**src/rtl/mem_bus_sequencer_if.sv**
```systemverilog
// Avalon-style memory bus between the sequencer (master) and memory (slave).
// Word-wide bus with byte enables; readdata is valid in the accept cycle.
interface mem_bus_sequencer_if;
    localparam int unsigned ADDR_W = 32;
    localparam int unsigned DATA_W = 32;
    localparam int unsigned BE_W   = DATA_W / 8;

    logic [ADDR_W-1:0] address;
    logic              read;
    logic              write;
    logic [DATA_W-1:0] writedata;
    logic [BE_W-1:0]   byteenable;
    logic [DATA_W-1:0] readdata;
    logic              waitrequest;

    modport master (
        output address, read, write, writedata, byteenable,
        input  readdata, waitrequest
    );

    modport slave (
        input  address, read, write, writedata, byteenable,
        output readdata, waitrequest
    );
endinterface

```
**src/rtl/mem_bus_sequencer.sv**
```systemverilog
// Memory-side sequencer for the MIPS core: instruction fetch plus one load or
// store per instruction over a single Avalon-style bus; halts on a fetch from 0.
module mem_bus_sequencer #(
    parameter logic [31:0] RESET_VECTOR = 32'hBFC0_0000
) (
    input  logic                  clk,
    input  logic                  reset_n,
    input  logic [31:0]           pc,
    input  logic                  fetch,
    input  logic                  mem_read,
    input  logic                  mem_write,
    input  logic [31:0]           mem_addr,
    input  logic [31:0]           store_data,
    output logic [31:0]           instr,
    output logic                  instr_valid,
    output logic [31:0]           load_data,
    output logic                  load_valid,
    output logic                  end_of_inst_reg,
    output logic                  end_of_inst_store,
    output logic                  active,
    output logic                  addr_err,
    mem_bus_sequencer_if.master   bus
);
    localparam int unsigned ADDR_W = 32;
    localparam int unsigned DATA_W = 32;
    localparam int unsigned BE_W   = DATA_W / 8;

    typedef enum logic [2:0] {
        IDLE,
        FETCH,
        EXEC,
        LOAD,
        STORE,
        WAIT_FETCH,
        HALT
    } state_t;

    state_t              stateQ, stateD;
    logic [ADDR_W-1:0]   addressQ, addressD;
    logic                readQ, readD;
    logic                writeQ, writeD;
    logic [DATA_W-1:0]   writeDataQ, writeDataD;
    logic [BE_W-1:0]     byteEnQ, byteEnD;
    logic [DATA_W-1:0]   instrQ, instrD;
    logic                instrValidQ, instrValidD;
    logic [DATA_W-1:0]   loadDataQ, loadDataD;
    logic                loadValidQ, loadValidD;
    logic                eoiRegQ, eoiRegD;
    logic                eoiStoreQ, eoiStoreD;
    logic                activeQ, activeD;
    logic                addrErrQ, addrErrD;
    logic                accept;
    logic [ADDR_W-1:0]   memAddrAligned;
    logic                memAddrMisaligned;

    // Strobes are always high in FETCH/LOAD/STORE, so only the stall matters there.
    assign accept            = !bus.waitrequest;
    assign memAddrAligned    = {mem_addr[ADDR_W-1:2], 2'b00};
    assign memAddrMisaligned = (mem_addr[1:0] != 2'b00);

    always_ff @(posedge clk) begin
        if (!reset_n) begin
            stateQ      <= IDLE;
            addressQ    <= '0;
            readQ       <= 1'b0;
            writeQ      <= 1'b0;
            writeDataQ  <= '0;
            byteEnQ     <= '0;
            instrQ      <= '0;
            instrValidQ <= 1'b0;
            loadDataQ   <= '0;
            loadValidQ  <= 1'b0;
            eoiRegQ     <= 1'b0;
            eoiStoreQ   <= 1'b0;
            activeQ     <= 1'b1;
            addrErrQ    <= 1'b0;
        end else begin
            stateQ      <= stateD;
            addressQ    <= addressD;
            readQ       <= readD;
            writeQ      <= writeD;
            writeDataQ  <= writeDataD;
            byteEnQ     <= byteEnD;
            instrQ      <= instrD;
            instrValidQ <= instrValidD;
            loadDataQ   <= loadDataD;
            loadValidQ  <= loadValidD;
            eoiRegQ     <= eoiRegD;
            eoiStoreQ   <= eoiStoreD;
            activeQ     <= activeD;
            addrErrQ    <= addrErrD;
        end
    end

    // Next state and next register values; bus fields only change on entry or accept.
    always_comb begin
        stateD      = stateQ;
        addressD    = addressQ;
        readD       = readQ;
        writeD      = writeQ;
        writeDataD  = writeDataQ;
        instrD      = instrQ;
        instrValidD = 1'b0;
        loadDataD   = loadDataQ;
        loadValidD  = 1'b0;
        eoiRegD     = 1'b0;
        eoiStoreD   = 1'b0;
        activeD     = activeQ;
        addrErrD    = addrErrQ;

        case (stateQ)
            IDLE: begin
                stateD   = FETCH;
                readD    = 1'b1;
                addressD = {RESET_VECTOR[ADDR_W-1:2], 2'b00};
            end
            FETCH: begin
                if (accept) begin
                    readD       = 1'b0;
                    instrD      = bus.readdata;
                    instrValidD = 1'b1;
                    stateD      = EXEC;
                end
            end
            EXEC: begin
                if (mem_read) begin
                    stateD   = LOAD;
                    readD    = 1'b1;
                    addressD = memAddrAligned;
                    if (mem_write || memAddrMisaligned) begin
                        addrErrD = 1'b1;
                    end
                end else if (mem_write) begin
                    stateD     = STORE;
                    writeD     = 1'b1;
                    addressD   = memAddrAligned;
                    writeDataD = store_data;
                    if (memAddrMisaligned) begin
                        addrErrD = 1'b1;
                    end
                end else begin
                    eoiRegD = 1'b1;
                    stateD  = WAIT_FETCH;
                end
            end
            LOAD: begin
                if (accept) begin
                    readD      = 1'b0;
                    loadDataD  = bus.readdata;
                    loadValidD = 1'b1;
                    eoiRegD    = 1'b1;
                    stateD     = WAIT_FETCH;
                end
            end
            STORE: begin
                if (accept) begin
                    writeD    = 1'b0;
                    eoiStoreD = 1'b1;
                    stateD    = WAIT_FETCH;
                end
            end
            WAIT_FETCH: begin
                if (fetch) begin
                    if (pc == '0) begin
                        stateD  = HALT;
                        activeD = 1'b0;
                    end else begin
                        stateD   = FETCH;
                        readD    = 1'b1;
                        addressD = {pc[ADDR_W-1:2], 2'b00};
                        if (pc[1:0] != 2'b00) begin
                            addrErrD = 1'b1;
                        end
                    end
                end
            end
            HALT: begin
                activeD = 1'b0;
                readD   = 1'b0;
                writeD  = 1'b0;
            end
            default: begin
                stateD = IDLE;
                readD  = 1'b0;
                writeD = 1'b0;
            end
        endcase

        byteEnD = (readD || writeD) ? {BE_W{1'b1}} : {BE_W{1'b0}};
    end

    assign bus.address        = addressQ;
    assign bus.read           = readQ;
    assign bus.write          = writeQ;
    assign bus.writedata      = writeDataQ;
    assign bus.byteenable     = byteEnQ;
    assign instr              = instrQ;
    assign instr_valid        = instrValidQ;
    assign load_data          = loadDataQ;
    assign load_valid         = loadValidQ;
    assign end_of_inst_reg    = eoiRegQ;
    assign end_of_inst_store  = eoiStoreQ;
    assign active             = activeQ;
    assign addr_err           = addrErrQ;
endmodule

```
**src/flat_wrapper.sv**
```systemverilog
// flat-port wrapper written by rule: the top's interface ports become plain ports
module mem_bus_sequencer_flat 
#(
    parameter logic [31:0] RESET_VECTOR = 32'hBFC0_0000
)
  (clk, reset_n, pc, fetch, mem_read, mem_write, mem_addr, store_data, instr, instr_valid, load_data, load_valid, end_of_inst_reg, end_of_inst_store, active, addr_err, bus_address, bus_read, bus_write, bus_writedata, bus_byteenable, bus_readdata, bus_waitrequest);
  mem_bus_sequencer_if bus_i ();
  input  logic clk;
  input  logic reset_n;
  input  logic [31:0] pc;
  input  logic fetch;
  input  logic mem_read;
  input  logic mem_write;
  input  logic [31:0] mem_addr;
  input  logic [31:0] store_data;
  output logic [31:0] instr;
  output logic instr_valid;
  output logic [31:0] load_data;
  output logic load_valid;
  output logic end_of_inst_reg;
  output logic end_of_inst_store;
  output logic active;
  output logic addr_err;
  output wire logic [$bits(bus_i.address)-1:0] bus_address;
  output wire logic [$bits(bus_i.read)-1:0] bus_read;
  output wire logic [$bits(bus_i.write)-1:0] bus_write;
  output wire logic [$bits(bus_i.writedata)-1:0] bus_writedata;
  output wire logic [$bits(bus_i.byteenable)-1:0] bus_byteenable;
  input wire logic [$bits(bus_i.readdata)-1:0] bus_readdata;
  input wire logic [$bits(bus_i.waitrequest)-1:0] bus_waitrequest;
  assign bus_address = bus_i.address;
  assign bus_read = bus_i.read;
  assign bus_write = bus_i.write;
  assign bus_writedata = bus_i.writedata;
  assign bus_byteenable = bus_i.byteenable;
  assign bus_i.readdata = bus_readdata;
  assign bus_i.waitrequest = bus_waitrequest;
  mem_bus_sequencer #(.RESET_VECTOR(RESET_VECTOR)) u_core (.clk(clk), .reset_n(reset_n), .pc(pc), .fetch(fetch), .mem_read(mem_read), .mem_write(mem_write), .mem_addr(mem_addr), .store_data(store_data), .instr(instr), .instr_valid(instr_valid), .load_data(load_data), .load_valid(load_valid), .end_of_inst_reg(end_of_inst_reg), .end_of_inst_store(end_of_inst_store), .active(active), .addr_err(addr_err), .bus(bus_i));
endmodule
```
**config.mk**
```make
export PLATFORM = sky130hd
export DESIGN_NAME = mem_bus_sequencer_flat
export DESIGN_NICKNAME = d
export VERILOG_FILES = /design/src/rtl/mem_bus_sequencer_if.sv /design/src/rtl/mem_bus_sequencer.sv /design/src/flat_wrapper.sv
export SDC_FILE = /design/constraint.sdc
export NUM_CORES = 1
export LEC_CHECK = 0
export ABC_AREA = 1
export CAP_MARGIN = 15
export CORE_MARGIN = 2
export CORE_UTILIZATION = 37
export DETAILED_ROUTE_END_ITERATION = 16
export PLACE_DENSITY = 0.76
export SLEW_MARGIN = 0
export SYNTH_ARGS = -nofsm -noshare
export SYNTH_HDL_FRONTEND = slang
export SYNTH_SLANG_ARGS = --single-unit
```
**constraint.sdc**
```tcl
create_clock -name clk -period 1.5 [get_ports clk]
set_input_delay 0.15 -clock clk [delete_from_list [all_inputs] [get_ports clk]]
set_output_delay 0.15 -clock clk [all_outputs]
set_load 0.02 [all_outputs]
```
==> impl_results.md <==
- Sequential area share after synthesis: 0.476
- Combinational share of power: 0.473
- Die area: 0.0167 mm²
- Port Buffers: 271
- Worst skew pair latency: 0.42 ns
- DRT Pass-1 Iters: 4
- Max_cap viols: 0
- Layout area overhead: 73.4%
- Ys flop type: dfxtp_1
- Inserted Diodes: 0
- Worst Path Arrival: 1.82 ns
- Min-delay worst type: input port to register
- Area leader, netlist: dfxtp_1
- EDFF count, synth: 0
- Rows: 45
- Multi-input combinational cell area: 0.00268 mm²
- Async SR Flop Fraction: 0
- Peak supply drop: 879 µV
- Vias in the first global route: 5982
- Total congestion overflow: 0
- Worst setup SP type: input port
- Core Region: 0.0153 mm²
- Fmax: 666 MHz
- Setup ws final: -0.000955 ns
- DR vias: 6461
- Reg area: 0.00277 mm²
- Setup slack at placement: -0.422 ns
- WP data required: 1.82 ns
- Final Hold Fails: 0
- H-tree Lvls: 4
- Clock Tree Buf Depth: 2
- Distinct cells, synth: 28
- Final slew viol count: 0
- Failing checks: setup timing
- Initial Utilization: 0.381
- Global-route wire length before repair: 29500 µm
- TritonCTS Buffers: 17
- Critical Path Sink Type: register
- Die Y: 129 µm
- ANT nets after route: 0
- Setup-failing EPs final: 1
- Clk pwr share: 0.246
- Leakage: 0.00484 µW
- Yosys warns: 0
- Clk_skew: 0.00782 ns
- Final net count: 1271
- Fillcell total: 1350
- PwrDens: 1730 mW/mm²
- Clock transition at the registers of the reported paths: 0.06 ns
- Num ports: 274
- Post-synth top cells: nor2_1, dfxtp_1, nand2_1, o21ai_0, inv_1
- HPWL Detailed: 13800 µm
- Most common cell in the synthesized netlist: nor2_1
- Final GP Congestion: 0.808
- Post-Route WL: 20700 µm
- Switching Share: 0.390
- CTS Root Cell: clkbuf_16
- Tot GR Track Use: 0.223
- Num Clock Sinks: 138
- CP Max Fanout: 8
- Via density: 4.75
- Status: finished, violations left
- Synth top area share: 0.476
- Top cells by area, synth: dfxtp_1, nor2_1, o21ai_0
- Internal power: 10600 µW
- Post-Syn Area: 0.00581 mm²
- Seq pwr share: 0.281
- Initial antenna violation count: 0
- Crit share post-route: 1.00
- Fin crit period: 1.50 ns
- #FFs+latches synth: 138
- # DRC: 0
- Net Switching: 6800 µW
- Largest net degree at the start of global routing: 55
- Layout cells sized above 1: 0.173
- RSZ-0062 raised after global routing: true
- TNS Setup: -0.000955 ns
- Post-DR wirelength/cell: 15.2 µm
- Crit Path Class: input port to register
- Die W: 129 µm
- Starting DRT DRC Count: 347
- Synth Area per Inst: 7.01 µm²
- CTS tree: done
- Syn Inst Count: 829
[power by group through the flow]
stage | clock network, µW | registers [µW] | logic (µW)
finish | 4280 | 4900 | 8250
global route | 4480 | 5000 | 8990
CTS | 4330 | 4880 | 7070
detailed placement | 0 | 4970 | 7530
global placement | 0 | 4950 | 7420
floorplan | 0 | 5790 | 3510
[final cells by class]
| type | count | share of cell area |
|---|---|---|
| clock buffer | 21 | 0.0467 |
| clock inverter | 11 | 0.0134 |
| inverter | 78 | 0.0298 |
| multi-input combinational | 557 | 0.266 |
| sequential | 138 | 0.275 |
| tap | 211 | 0.0262 |
| timing repair buffer | 345 | 0.343 |
[per-stage QoR]
step	cells	util	hold WS, ns	total power (µW)	area [µm²]
floorplan	830	-	0.285	9300	5810
finish	1361	0.660	0.116	17400	10100
global placement	1313	0.597	0.457	12400	9100
CTS	1345	0.627	0.109	16300	9560
global route	1361	0.660	0.120	18500	10100
detailed placement	1313	0.597	0.451	12500	9100
[cells by family (layout without fill, tap and decap cells)]
logic type             after synthesis  in the layout  share of synthesized area
and+or+nand+nor                    412            412                      0.291
AOI/OAI and AO/OA                  143            143                      0.134
DFF                                138            138                      0.476
buffers and inverters              135            455                     0.0986
other                                1              2                   0.000646
[cell usage in the layout, fill, tap and decap left out, types with 16 or more instances in the layout]
master           Yosys  layout
a22oi_1             21      21
buf_4                8      43
clkbuf_16            0      25
clkdlybuf4s50_1      0     132
dfxtp_1            138     135
dlygate4sd2_1        0     138
inv_1               42      41
inv_2               36      34
nand2_1            112      91
nand2_2              2      16
nand4_1             30      30
nor2_1             255     243
o21ai_0             88      70
o21ai_1             13      25
[per-layer routing]
metal	track usage	part of all wire	vias up
li1	-	-	3244
met1	0.250	0.39	2931
met2	0.385	0.50	259
met3	0.102	0.10	27
met4	0.0601	0.014	0
met5	0	0	-
[repair_timing]
| item | CTS | global route |
|---|---|---|
| endpoints found under the setup margin | 188 | 81 |
| buffers inserted | 0 | 5 |
| resized for setup | 146 | 89 |
| gates cloned | 0 | 11 |
| pin swaps | 0 | 31 |
| hold buffers | 0 | 0 |
[critical path, stage by stage]
cell and delay, ns:
clkdlybuf4s50_1 0.46, nor2_2 0.14, nand2_1 0.07, nor2_1 0.12, nand2_1 0.09, nor2_2 0.17
nand2_2 0.13, nand3_4 0.14, clkbuf_16 0.19, nand2_1 0.06, inv_2 0.04, nor2_1 0.03
[final timing paths]
| kind | start | end | slack, ns | cells past startpoint |
|---|---|---|---|---|
| worst max-delay path | pc[27] | u_core.bus.address[3] | -0.001 | 12 |
| worst min-delay path | reset_n | u_core.instr[21] | 0.12 | 3 |
| worst max register to register | u_core.stateQ[0] | u_core.bus.address[30] | 0.01 | 9 |
| worst min register to register | u_core.active | u_core.active | 0.46 | 2 |
(Power assumes the default switching activity.)
==> patch (config.mk and constraints unchanged) <==
`ADDR_W` is set to 32 in 2 places; all go to 16.
--- a/src/rtl/mem_bus_sequencer_if.sv
+++ b/src/rtl/mem_bus_sequencer_if.sv
@@ -2,5 +2,5 @@
 // Word-wide bus with byte enables; readdata is valid in the accept cycle.
 interface mem_bus_sequencer_if;
-    localparam int unsigned ADDR_W = 32;
+    localparam int unsigned ADDR_W = 16;
     localparam int unsigned DATA_W = 32;
     localparam int unsigned BE_W   = DATA_W / 8;
--- a/src/rtl/mem_bus_sequencer.sv
+++ b/src/rtl/mem_bus_sequencer.sv
@@ -22,5 +22,5 @@
     mem_bus_sequencer_if.master   bus
 );
-    localparam int unsigned ADDR_W = 32;
+    localparam int unsigned ADDR_W = 16;
     localparam int unsigned DATA_W = 32;
     localparam int unsigned BE_W   = DATA_W / 8;
Ports: changed (resized bus_address); port bits go from 274 to 258. The function was not compared with the original's and may differ.
==> patch against the original RTL <==
- clock power is 9.6% lower
- utilization fell by 0.70 points
- sequential cell count shrank 16
- setup slack improved by 0.028 ns
- power decreased by 26%
- wire length is 25% lower
- cell area shrank 18%
- clock skew is 0.0013 ns lower
- combinational power shrank 42%
- global-route usage decreased by 1.4 points
- area after synthesis shrank 16%
- via count is 20% lower
- non-clock buffer count decreased by 52
- critical path type is now flip-flop to output pin
- largest cell class unchanged
==> patch: results (changes against the original RTL) <==
status completed; final-layout fill cell count 1,185 (-12%); worst slack at placement -0.233 ns (+0.189 ns); met3 wire length 1400 um (-34%); M1 GR Usage 24.3% (-0.61 points); RR Endpoint u_core.stateQ[1]$_SDFFE_PN0P_; Worst Hold Slack 0.126 ns (+0.00959 ns); slowest cell delay on critical path 0.62 ns (+0.16 ns); synthesized instance count 669 (-19%); met2 Use GR 34.8% (-3.7 points); maximum VDD drop 0.667 mV (-24%); sequential element share of the synthesized area 50.2% (+2.6 points); M3 GR Usage 8.69% (-1.5 points); first-pass GRT wire length 24,000 um (-19%); CP delay by family, top buffers and inverters; vias in the first global route 4,872 (-19%); Worst Skew 0.00654 ns (-0.00128 ns); Post-Place Cells 1,091 (-17%); met2 wire length 7410 um (-28%); dpl hpwl 11,200 um (-19%); crit path from u_core.end_of_inst_store$_SDFF_PN0_; Data arrival, critical path 1.32 ns (-0.50 ns); crit path to end_of_inst_store; internal reg-to-reg setup slack 0.07 ns (+0.06 ns); TNS Setup 0 ns (+0.000955 ns); DRT iter0 DRCs 305 (-12%); Pleak 4.15 nW (-14%); synth unique cells 27 (-3.6%); Total Routed Length 15,400 um (-25%); synth cell count leaders nor2_1 (244), dfxtp_1 (122), o21ai_0 (99); CP Max Fanout 1 (-7); ranking of synthesized cells by area dfxtp_1 (50%), nor2_1 (19%), o21ai_0 (10%)
[patch: cell count changes after synthesis, moves of 2 or more]
cell / unedited run / this run
nor2_1: 255 / 244
inv_2: 36 / 7
dfxtp_1: 138 / 122
nand3_4: 2 / 0
o21ai_1: 13 / 4
buf_2: 28 / 14
nand4_1: 30 / 14
nand2_1: 112 / 62
inv_1: 42 / 35
a21oi_1: 17 / 7
a22oi_1: 21 / 14
nor2_4: 1 / 4
o21ai_0: 88 / 99
[patch: how the worst min path moves through the flow]
| stage | startpoint | cells after the start | endpoint |
|---|---|---|---|
| floorplan | bus_readdata[22] | 2 | u_core.load_data[22]$_SDFFE_PN0P_ |
| global placement | u_core.active$_SDFFE_PN1P_ | 2 | u_core.active$_SDFFE_PN1P_ |
| detailed placement | u_core.active$_SDFFE_PN1P_ | 2 | u_core.active$_SDFFE_PN1P_ |
| CTS | reset_n | 3 | u_core.bus.writedata[3]$_SDFFE_PN0P_ |
| global route | reset_n | 3 | u_core.bus.writedata[13]$_SDFFE_PN0P_ |
| finish | reset_n | 3 | u_core.bus.writedata[3]$_SDFFE_PN0P_ |
[patch: power breakdown]
group | internal (mW) | switching (mW) | total (mW)
sequential | 3.89 | 0.339 | 4.23
combinational | 1.99 | 2.77 | 4.76
clock | 2.30 | 1.56 | 3.87
[patch: kinds of logic (layout without fill, tap and decap cells)]
family                 count (synthesis)  in the layout  synth area share (%)
AOI/OAI and AO/OA                    126            126                  13.8
DFF                                  122            122                  50.2
other                                  1              2                0.0770
and+or+nand+nor                      336            336                  28.3
buffers and inverters                 84            367                  7.63
[patch: area by class of cell]
cell class	instances	area, um^2	area share [%]
inverter	42	163	1.96
timing repair buffer	293	2760	33.2
tap	172	215	2.59
multi-input combinational	464	2150	25.9
clock buffer	17	425	5.12
clock inverter	15	141	1.70
sequential	122	2450	29.5
